### config.mk
export PLATFORM = sky130hd
export DESIGN_NAME = switch_debouncer
export DESIGN_NICKNAME = d
export VERILOG_FILES = /design/src/rtl/switch_debouncer.sv
export SDC_FILE = /design/constraint.sdc
export NUM_CORES = 1
export LEC_CHECK = 0
export BUFFER_PORTS_ARGS = -buffer_cell sky130_fd_sc_hd__buf_2
export CAP_MARGIN = 40
export CORE_MARGIN = 4
export CORE_UTILIZATION = 60
export CTS_CLUSTER_DIAMETER = 100
export DETAILED_ROUTE_END_ITERATION = 12
export PLACE_DENSITY_LB_ADDON = 0.25
export SLEW_MARGIN = 20
export SYNTH_ARGS = -nofsm -noshare
export SYNTH_HDL_FRONTEND = slang
export SYNTH_SLANG_ARGS = --single-unit
### constraint.sdc
create_clock -name i_clk -period 4.4 [get_ports i_clk]
set_clock_uncertainty 0.2 [all_clocks]
set_input_delay 0.88 -clock i_clk [delete_from_list [all_inputs] [get_ports i_clk]]
set_output_delay 0.88 -clock i_clk [all_outputs]
set_load 0.005 [all_outputs]
### src/rtl/switch_debouncer.sv
// switch_debouncer
// Two-flop synchroniser plus an independent debounce counter per switch line.
// A line's debounced level only changes after its synchronised input has held
// the new level for DEBOUNCE_CYCLES consecutive cycles. Each accepted change
// raises a one-cycle rise or fall pulse. A rising change also flips that line's
// toggle bit, so LED logic can use the toggle output directly.
module switch_debouncer #(
  parameter int N               = 4,
  parameter int DEBOUNCE_CYCLES = 10
) (
  input  logic         i_clk,
  input  logic         i_rst_n,
  input  logic [N-1:0] i_switch,
  output logic [N-1:0] o_switch,
  output logic [N-1:0] o_rise,
  output logic [N-1:0] o_fall,
  output logic [N-1:0] o_toggle
);

  // The counter must reach DEBOUNCE_CYCLES-1. For DEBOUNCE_CYCLES >= 2,
  // $clog2(DEBOUNCE_CYCLES) bits are always enough.
  localparam int CW = (DEBOUNCE_CYCLES > 2) ? $clog2(DEBOUNCE_CYCLES) : 1;
  localparam logic [CW-1:0] CNT_MAX = CW'(DEBOUNCE_CYCLES - 1);

  logic [N-1:0]  sync1;
  logic [N-1:0]  sync2;
  logic [CW-1:0] cnt [N];

  // Bring the asynchronous switch pins into the clock domain. Only sync2 is
  // used downstream.
  always_ff @(posedge i_clk) begin
    // NOTE: use non-blocking assignments for registers. Every flop then samples
    // its pre-edge value, so sync2 takes the old sync1 and not the one being
    // written on this same edge.
    if (!i_rst_n) begin
      sync1 <= '0;
      sync2 <= '0;
    end else begin
      sync1 <= i_switch;
      sync2 <= sync1;
    end
  end

  // Per-line debounce. Any cycle that agrees with the current level restarts
  // the count. Reaching CNT_MAX commits the new level and emits the edge
  // pulses.
  always_ff @(posedge i_clk) begin
    // NOTE: the counter array is cleared element by element in reset. A pending
    // count must not survive a reset, so the array cannot stay uninitialised
    // like a RAM.
    if (!i_rst_n) begin
      for (int i = 0; i < N; i++) begin
        cnt[i] <= '0;
      end
      o_switch <= '0;
      o_rise   <= '0;
      o_fall   <= '0;
      o_toggle <= '0;
    end else begin
      o_rise <= '0;
      o_fall <= '0;
      for (int i = 0; i < N; i++) begin
        if (sync2[i] == o_switch[i]) begin
          cnt[i] <= '0;
        end else if (cnt[i] == CNT_MAX) begin
          cnt[i]      <= '0;
          o_switch[i] <= sync2[i];
          o_rise[i]   <= sync2[i];
          o_fall[i]   <= ~sync2[i];
          if (sync2[i]) begin
            o_toggle[i] <= ~o_toggle[i];
          end
        end else begin
          cnt[i] <= cnt[i] + 1'b1;
        end
      end
    end
  end

endmodule
**Yosys cells after proc, flatten, opt, wreduce, memory -nomap -nowiden**

Memory sizes are Yosys's and may differ from the RTL's.
Index checks and enable logic that the tools add are counted.

- Output and inout bits: 16
- Bits of input ports: 6
- Memory bits (writable): 16
- Memories kept: 1
- Bits in registers: 24
- Word-level logic and storage cells: 129

- Eq/ne operators: 8
- Reductions and logical operators: 12
- Bitwise operators: 29
- Add/sub/neg operators: 4
- Mux-type cells: 57

Memory list:

| name | words | width | read ports | clocked after memory_dff | write ports | line | RTL |
|---|---|---|---|---|---|---|---|
| cnt | 4 | 4 | 4 | 0 | 4 | 27 | `logic [CW-1:0] cnt [N];` |

Operators by type and width:

| cell | count |
|---|---|
| 4-bit 2-to-1 mux | 12 |
| 1-bit 2-to-1 mux | 45 |
| 1-bit NOT | 17 |
| 4-bit by 1-bit adder with 4-bit output, second input constant | 4 |
| 4-bit == test, second input constant | 4 |
| 1-bit bitwise OR | 12 |
| 3-bit AND reduction | 4 |
| 3-bit OR reduction | 4 |
| 2-bit AND reduction | 4 |
| 1-bit == test | 4 |

**Depth between registers and ports, before layout**

Gate-level depths: netlist (run 1).

- Word-level depth: 7
- Gate-level depth with buffers: 5

**Worst setup path after synthesis (run 1)**

OpenSTA, ideal clock, no wires.

- Path type: input to register
- From: input port i_rst_n
- To: memory cnt[0][2] in the netlist's numbering, data pin
- Library setup time: 0.257 ns
- Data arrival time: 1.205 ns
- Slack: 2.738 ns
- Data required time: 3.943 ns
- Stages: 3
- Path buffers: 1
- Cell sequence: buf_2 -> nand3b_1 -> nor2_1

RTL lines:

| what | line | RTL |
|---|---|---|
| from (decl) | 12 | `input logic i_rst_n,` |
| to (decl) | 27 |  |

**Worst setup path after layout (run 1)**

- From: register o_switch[2]
- To: output port o_switch[2]

RTL lines:

| what | line | RTL |
|---|---|---|
| from (decl) | 14 | `output logic [N-1:0] o_switch,` |
| from (signal, indexed assignment) | 67 | `o_switch[i] <= sync2[i];` |

No word-level cell between the ends.

==> results of run 1 <==
==> per-layer routing <==
metal	routed length (µm)	vias to the layer above	GRT usage, %
met4	38	0	6.364
met1	1201	525	19.71
li1	-	546	-
met2	1346	25	26.76
met5	0	-	0
met3	169	6	6.818
==> sequential cells by signal (all words and copies together) (netlist names) <==
signal and flops:
sync2 4, o_fall 4, o_switch 4, cnt 16
sync1 4, o_rise 4, o_toggle 4
==> worst reg2reg max path, delay by kind of cell, from the launching register on <==
family	cells	cell delay (ps)
flops	1	390
buf+inv	1	70
fa+ha+maj	1	350
simple gates	2	420
==> worst paths after layout <==
path | from | endpoint | slack [ps] | cells past startpoint
min reg2reg | sync1[1] | sync2[1] | 250 | 1
min | sync1[1] | sync2[1] | 250 | 1
max | o_switch[2] | o_switch[2] | 2440 | 1
max reg2reg | o_switch[3] | cnt[3][3] | 2840 | 4
==> cells in the final DEF, fill, tap and decap left out <==
cell	instances
xnor2_1	8
nor3_2	2
edfxtp_1	16
conb_1	16
o31ai_1	1
nor4b_1	3
o21bai_1	3
inv_6	1
and4bb_2	1
nand3_1	4
nor4b_2	1
inv_1	8
ha_1	12
nand3b_4	4
dfxtp_1	24
nand3b_1	4
and2_1	12
nand2_1	7
clkbuf_4	5
nand4b_1	4
bufinv_16	1
o211ai_1	1
buf_2	21
clkinvlp_4	1
nor2_1	19
xor2_1	4
nor3_4	1
==> through the flow <==
step                worst slack, ps  hold slack [ps]
floorplan                      2738            211.9
global placement               2497            217.3
detailed placement             2439            220.8
CTS                            2428            245.2
global route                   2392            265.5
finish                         2444            248.9
==> logic make-up (layout without fill, tap and decap cells) <==
family | Yosys count | in the layout
AOI/OAI and AO/OA | 5 | 5
DFF | 40 | 40
adders and majority gates | 12 | 12
and+or+nand+nor | 62 | 62
xor gates and xnor gates | 12 | 12
other | 1 | 16
buffers and inverters | 11 | 37
==> power groups by stage <==
| stage | Sequential, W | Clock [W] | Combinational, W |
|---|---|---|---|
| floorplan | 0.000411 | 0 | 0.0000260 |
| global placement | 0.000412 | 0 | 0.0000307 |
| detailed placement | 0.000413 | 0 | 0.0000322 |
| CTS | 0.000405 | 0.000259 | 0.0000326 |
| global route | 0.000406 | 0.000274 | 0.0000372 |
| finish | 0.000405 | 0.000251 | 0.0000329 |
==> area by class of cell <==
| cell class | instances | share of cell area (%) |
|---|---|---|
| clock buffer | 5 | 1.877 |
| clock inverter | 3 | 2.315 |
| inverter | 8 | 1.502 |
| multi-input combinational | 107 | 39.05 |
| sequential | 40 | 48.06 |
| tap | 31 | 1.940 |
| timing repair buffer | 21 | 5.257 |
==> metrics.txt, run 1 <==
status=finished clean; Setup Crit Path Kind=register to output pin; non-filler cells, final=215; port bufs=21; fillers=216; vias in the first global route=1035; most frequent cell after synthesis=dfxtp_1; Final Wtd Congestion=just over 0.7; area grow syn2layout=15.55%; Nets=around 200; power share of the clock group=36.5%; Cell Rows=19; initial antenna violation count=0; area of the multi-input gates=about 780 µm²; period utilisation layout=between 40% and 50%; drt total wl=about 2800 µm; CTS root buffer=clkbuf_4; ys flop type=dfxtp_1; CTS Buf Count=5; Syn Area/Cell=12.10 µm²; Worst Path Max Fanout=3; Area contributors post-synth=dfxtp_1, edfxtp_1, ha_1; Commonest cells post-synth=dfxtp_1, nor2_1, edfxtp_1; Yosys reg bits=40; Comb pwr share=under 10%; pwr dens=about 340 mW/mm²; Ports=22; post-synth top area share=approximately 28%; CTS max path bufs=2; DRC violations left=0; sw frac=between 20% and 30%; post-synthesis mux area share=0%; Leak=approximately 0.90 nW; setup bufs post-CTS=0; antenna viol nets, final=0; vias per cell=roughly 5; Period minus WS final=approximately 2000 ps; complex-gate fraction of the synthesized area=under 10%; Final Instance Area=between 0.0015 and 0.002 mm²; setup total negative slack=0 ps; via count=around 1100; CP bufs+invs=1; clock-pin slew on the worst setup and hold paths=between 100 and 150 ps; number of cells after detailed placement=about 210; f_max=roughly 0.5 GHz; global route overflow=0; Die Ht=slightly above 60 µm; Worst Setup End Kind=output pin; ys async rst share=0%; DIE AREA=between 0.003 and 0.004 mm²; cts-stage hold buffer count=0; sequential fraction of the synthesis area=a little under three fifths; first-pass GRT wire length=about 4500 µm; Mapped Cells=about 140; final hold violation count=0; synth warn=0; Crit path max-delay family=flip-flops; utilization after layout=between 70% and 80%; Register Area=~960 µm²; xor/xnor cell area share of the yosys netlist=slightly above 6%; DP Area=roughly 0.0019 mm²; router iterations before antenna repair=4; CP arrival=880 ps; sequential power share=58.8%; post-CTS sizing=0; pin count of the biggest net entering global routing=30; leading area contributor after synthesis=dfxtp_1; slowest cell on the critical path=dfxtp_1; die width=61.71 µm; sw power=around 0.00016 W; clk_lat worst skew=approximately 360 ps; RSZ-0062 raised after global routing=false; antenna fix cells=0; Hold WC Path Type=register to register; CP Cell Sequence=buf_2; largest family of logic cells by synthesized area=simple AND/OR/NAND/NOR gates; max cap viols=0; share of layout cells above drive strength 1=roughly a fifth; DR WL/cell=~13 µm; cell internal pwr=roughly 0.00053 W; synth unique cells=23; Synth Area in Adders=roughly 8.7%; simple-gate share of the synthesized area=between 20% and 30%; CTS Sinks=40; EDFF count, synth=16; Slew Limit Fails=0; slowest stage delay, CP=380 ps; Core Region=between 0.002 and 0.003 mm²; Initial Util=a little over three fifths; maximum VDD drop=321.8 µV; startpoint types=register; Crit path required time=approximately 3300 ps; CTS H-Tree Depth=2; Final setup viols=0; total power=between 0.0006 and 0.0007 W; CTS tree=done; Iter 0 DRT Violations=25; total track usage=16.54%; post-DP HPWL=slightly below 2000 µm; Mapped Area=approximately 0.0017 mm²
Note: power is estimated with default switching activity, not from simulation.
==> inputs of run 2 (changes only) <==
Settings changed: CORE_UTILIZATION 60 to 56.
Clock period 4.4 ns to 1.9 ns, I/O delays scaled along.
==> run 2 against run 1 <==
  * Cell count is the same
  * Die area grew 6.2%
  * Power grew 110%
  * Combinational power grew 130%
==> metrics.txt, run 2 (synthesis results as in run 1) <==
status=finished clean; Setup WS post-layout=384.1 ps (-2060 ps); Final setup viols=0 (unchanged); Iter 0 DRT Violations=22 (-12%); met1 WL=1144 µm (-4.7%); max cap viols=0 (unchanged); via count=1060 (-3.8%); Top Metal Used=met4; antenna fix cells=0 (unchanged); CTS max path bufs=2 (unchanged); setup bufs post-CTS=0 (unchanged); Period minus WS final=around 1500 ps; Setup Crit Path Kind=register to register; RSZ-0062 raised after global routing=false; Comb pwr share=5.1% (+0.3 points); initial antenna violation count=0 (unchanged); sw frac=22.07% (-0.70 points); DIE AREA=0.004043 mm² (+6.2%); DRC violations left=0 (unchanged); Final Wtd Congestion=0.7446 (+3.9%); die width=63.59 µm (+3.0%); clk_lat worst skew=340 ps (-20 ps); post-CTS sizing=0 (unchanged); post-DP HPWL=1854 µm (-6.4%); CP arrival=1420 ps (+540 ps); router iterations before antenna repair=4 (unchanged); CTS Sinks=40 (unchanged); fillers=212 (-1.9%); startpoint types=register; vias in the first global route=1071 (+3.5%); DR WL/cell=11.64 µm (-9.1%); WHS Path Cells=2 (+1); Worst Path Max Fanout=5 (+2); Cell Rows=19 (unchanged); drt total wl=2503 µm (-9.1%); first-pass GRT wire length=4429 µm (-1.2%); port bufs=21 (unchanged); DR WL met2=1149 µm (-15%); period utilisation layout=approximately 80%; area grow syn2layout=14.10%; antenna viol nets, final=0 (unchanged); CTS tree=done; sw power=0.0003207 W (+100%); Worst Setup End Kind=register; DP Area=0.001916 mm² (unchanged); Setup WS pre-CTS=386.8 ps (-2052 ps); Ports=22 (unchanged); Hold WC Path Type=primary input to register; pwr dens=736.0 mW/mm² (+110%); R2R depth=5 (+1); Initial Util=60.66% (-2.1 points); Largest Register=cnt; sequential power share=64.4% (+5.6 points); Core Region=0.002853 mm² (+3.4%); maximum VDD drop=541.9 µV (+68%); pin count of the biggest net entering global routing=30 (unchanged); Crit path required time=1800 ps (-1520 ps); Die Ht=63.59 µm (+3.0%); commonest non-fill, non-tap cell in the layout=dfxtp_1; power share of the clock group=30.5% (-6.0 points); global route overflow=0 (unchanged); clock-pin slew on the worst setup and hold paths=100 ps (-30 ps); vias per cell=4.930 (-3.8%); Leak=0.8883 nW (-1.0%); share of layout cells above drive strength 1=19.57% (-1.1 points); Final Instance Area=0.001974 mm² (-1.3%); cell internal pwr=0.001132 W (+110%); f_max=~0.66 GHz; most frequent cells in the layout=dfxtp_1, buf_2, nor2_1; met3 routed WL=146 µm (-14%); setup total negative slack=0 ps (unchanged); Nets=201 (unchanged); max reg flops=16 (unchanged); cts-stage hold buffer count=0 (unchanged); CTS H-Tree Depth=2 (unchanged); total track usage=14.48% (-2.1 points); Slew Limit Fails=0 (unchanged); CTS root buffer=clkbuf_4; final hold violation count=0 (unchanged); CTS Buf Count=5 (unchanged)
-- run 2: cell types whose count changed in the layout (fill, tap and decap cells not counted) --
cell,before,now
bufinv_16,1,0
inv_6,1,0
clkbuf_8,0,1
clkbuf_1,0,2
clkinvlp_4,1,0
-- run 2: final cells by class --
| type | count | area [µm²] | area share, % |
|---|---|---|---|
| Clock buffer | 8 | 58.81 | 2.978 |
| Inverter | 8 | 30.03 | 1.521 |
| Multi-Input combinational cell | 107 | 780.7 | 39.54 |
| Sequential cell | 40 | 960.9 | 48.67 |
| Tap cell | 31 | 38.79 | 1.965 |
| Timing Repair Buffer | 21 | 105.1 | 5.323 |
-- run 2: power by group through the flow --
stage,clock network (W),logic (W),registers [W]
3_5_place_dp,0,0.0000740,0.000956
4_1_cts,0.000467,0.0000744,0.000936
5_1_grt,0.000512,0.0000860,0.000940
6_report,0.000443,0.0000743,0.000936
3_3_place_gp,0,0.0000702,0.000954
2_1_floorplan,0,0.0000603,0.000951
-- run 2: worst max-delay path, cell delays in order (launching register included) --
cell	delay (ps)
edfxtp_1	430
inv_1	90
ha_1	210
nand3b_4	110
nand3b_1	170
nor2_1	70
-- run 2: worst paths after layout --
check | startpoint | to | slack (ps)
worst min register to register | sync1[1] | sync2[1] | 240
worst max register to register | cnt[3][1] | cnt[3][2] | 380
worst min-delay path | i_switch[3] | sync1[3] | 40
worst max-delay path | cnt[3][1] | cnt[3][2] | 380
-- run 2: per-layer routing --
metal | vias to the layer above | track usage, %
met5 | - | 0
met4 | 0 | 8.086
met3 | 6 | 6.039
met2 | 27 | 23.99
met1 | 481 | 15.46
li1 | 546 | -
-- run 2: through the flow --
step	cells	hold WS, ps	total power (W)	util, %
floorplan	158	211.9	0.001011	-
global placement	207	214.1	0.001024	67.15
detailed placement	207	221.6	0.001030	67.15
CTS	215	14.14	0.001477	69.21
global route	215	11.89	0.001537	69.21
finish	215	42.29	0.001453	69.21
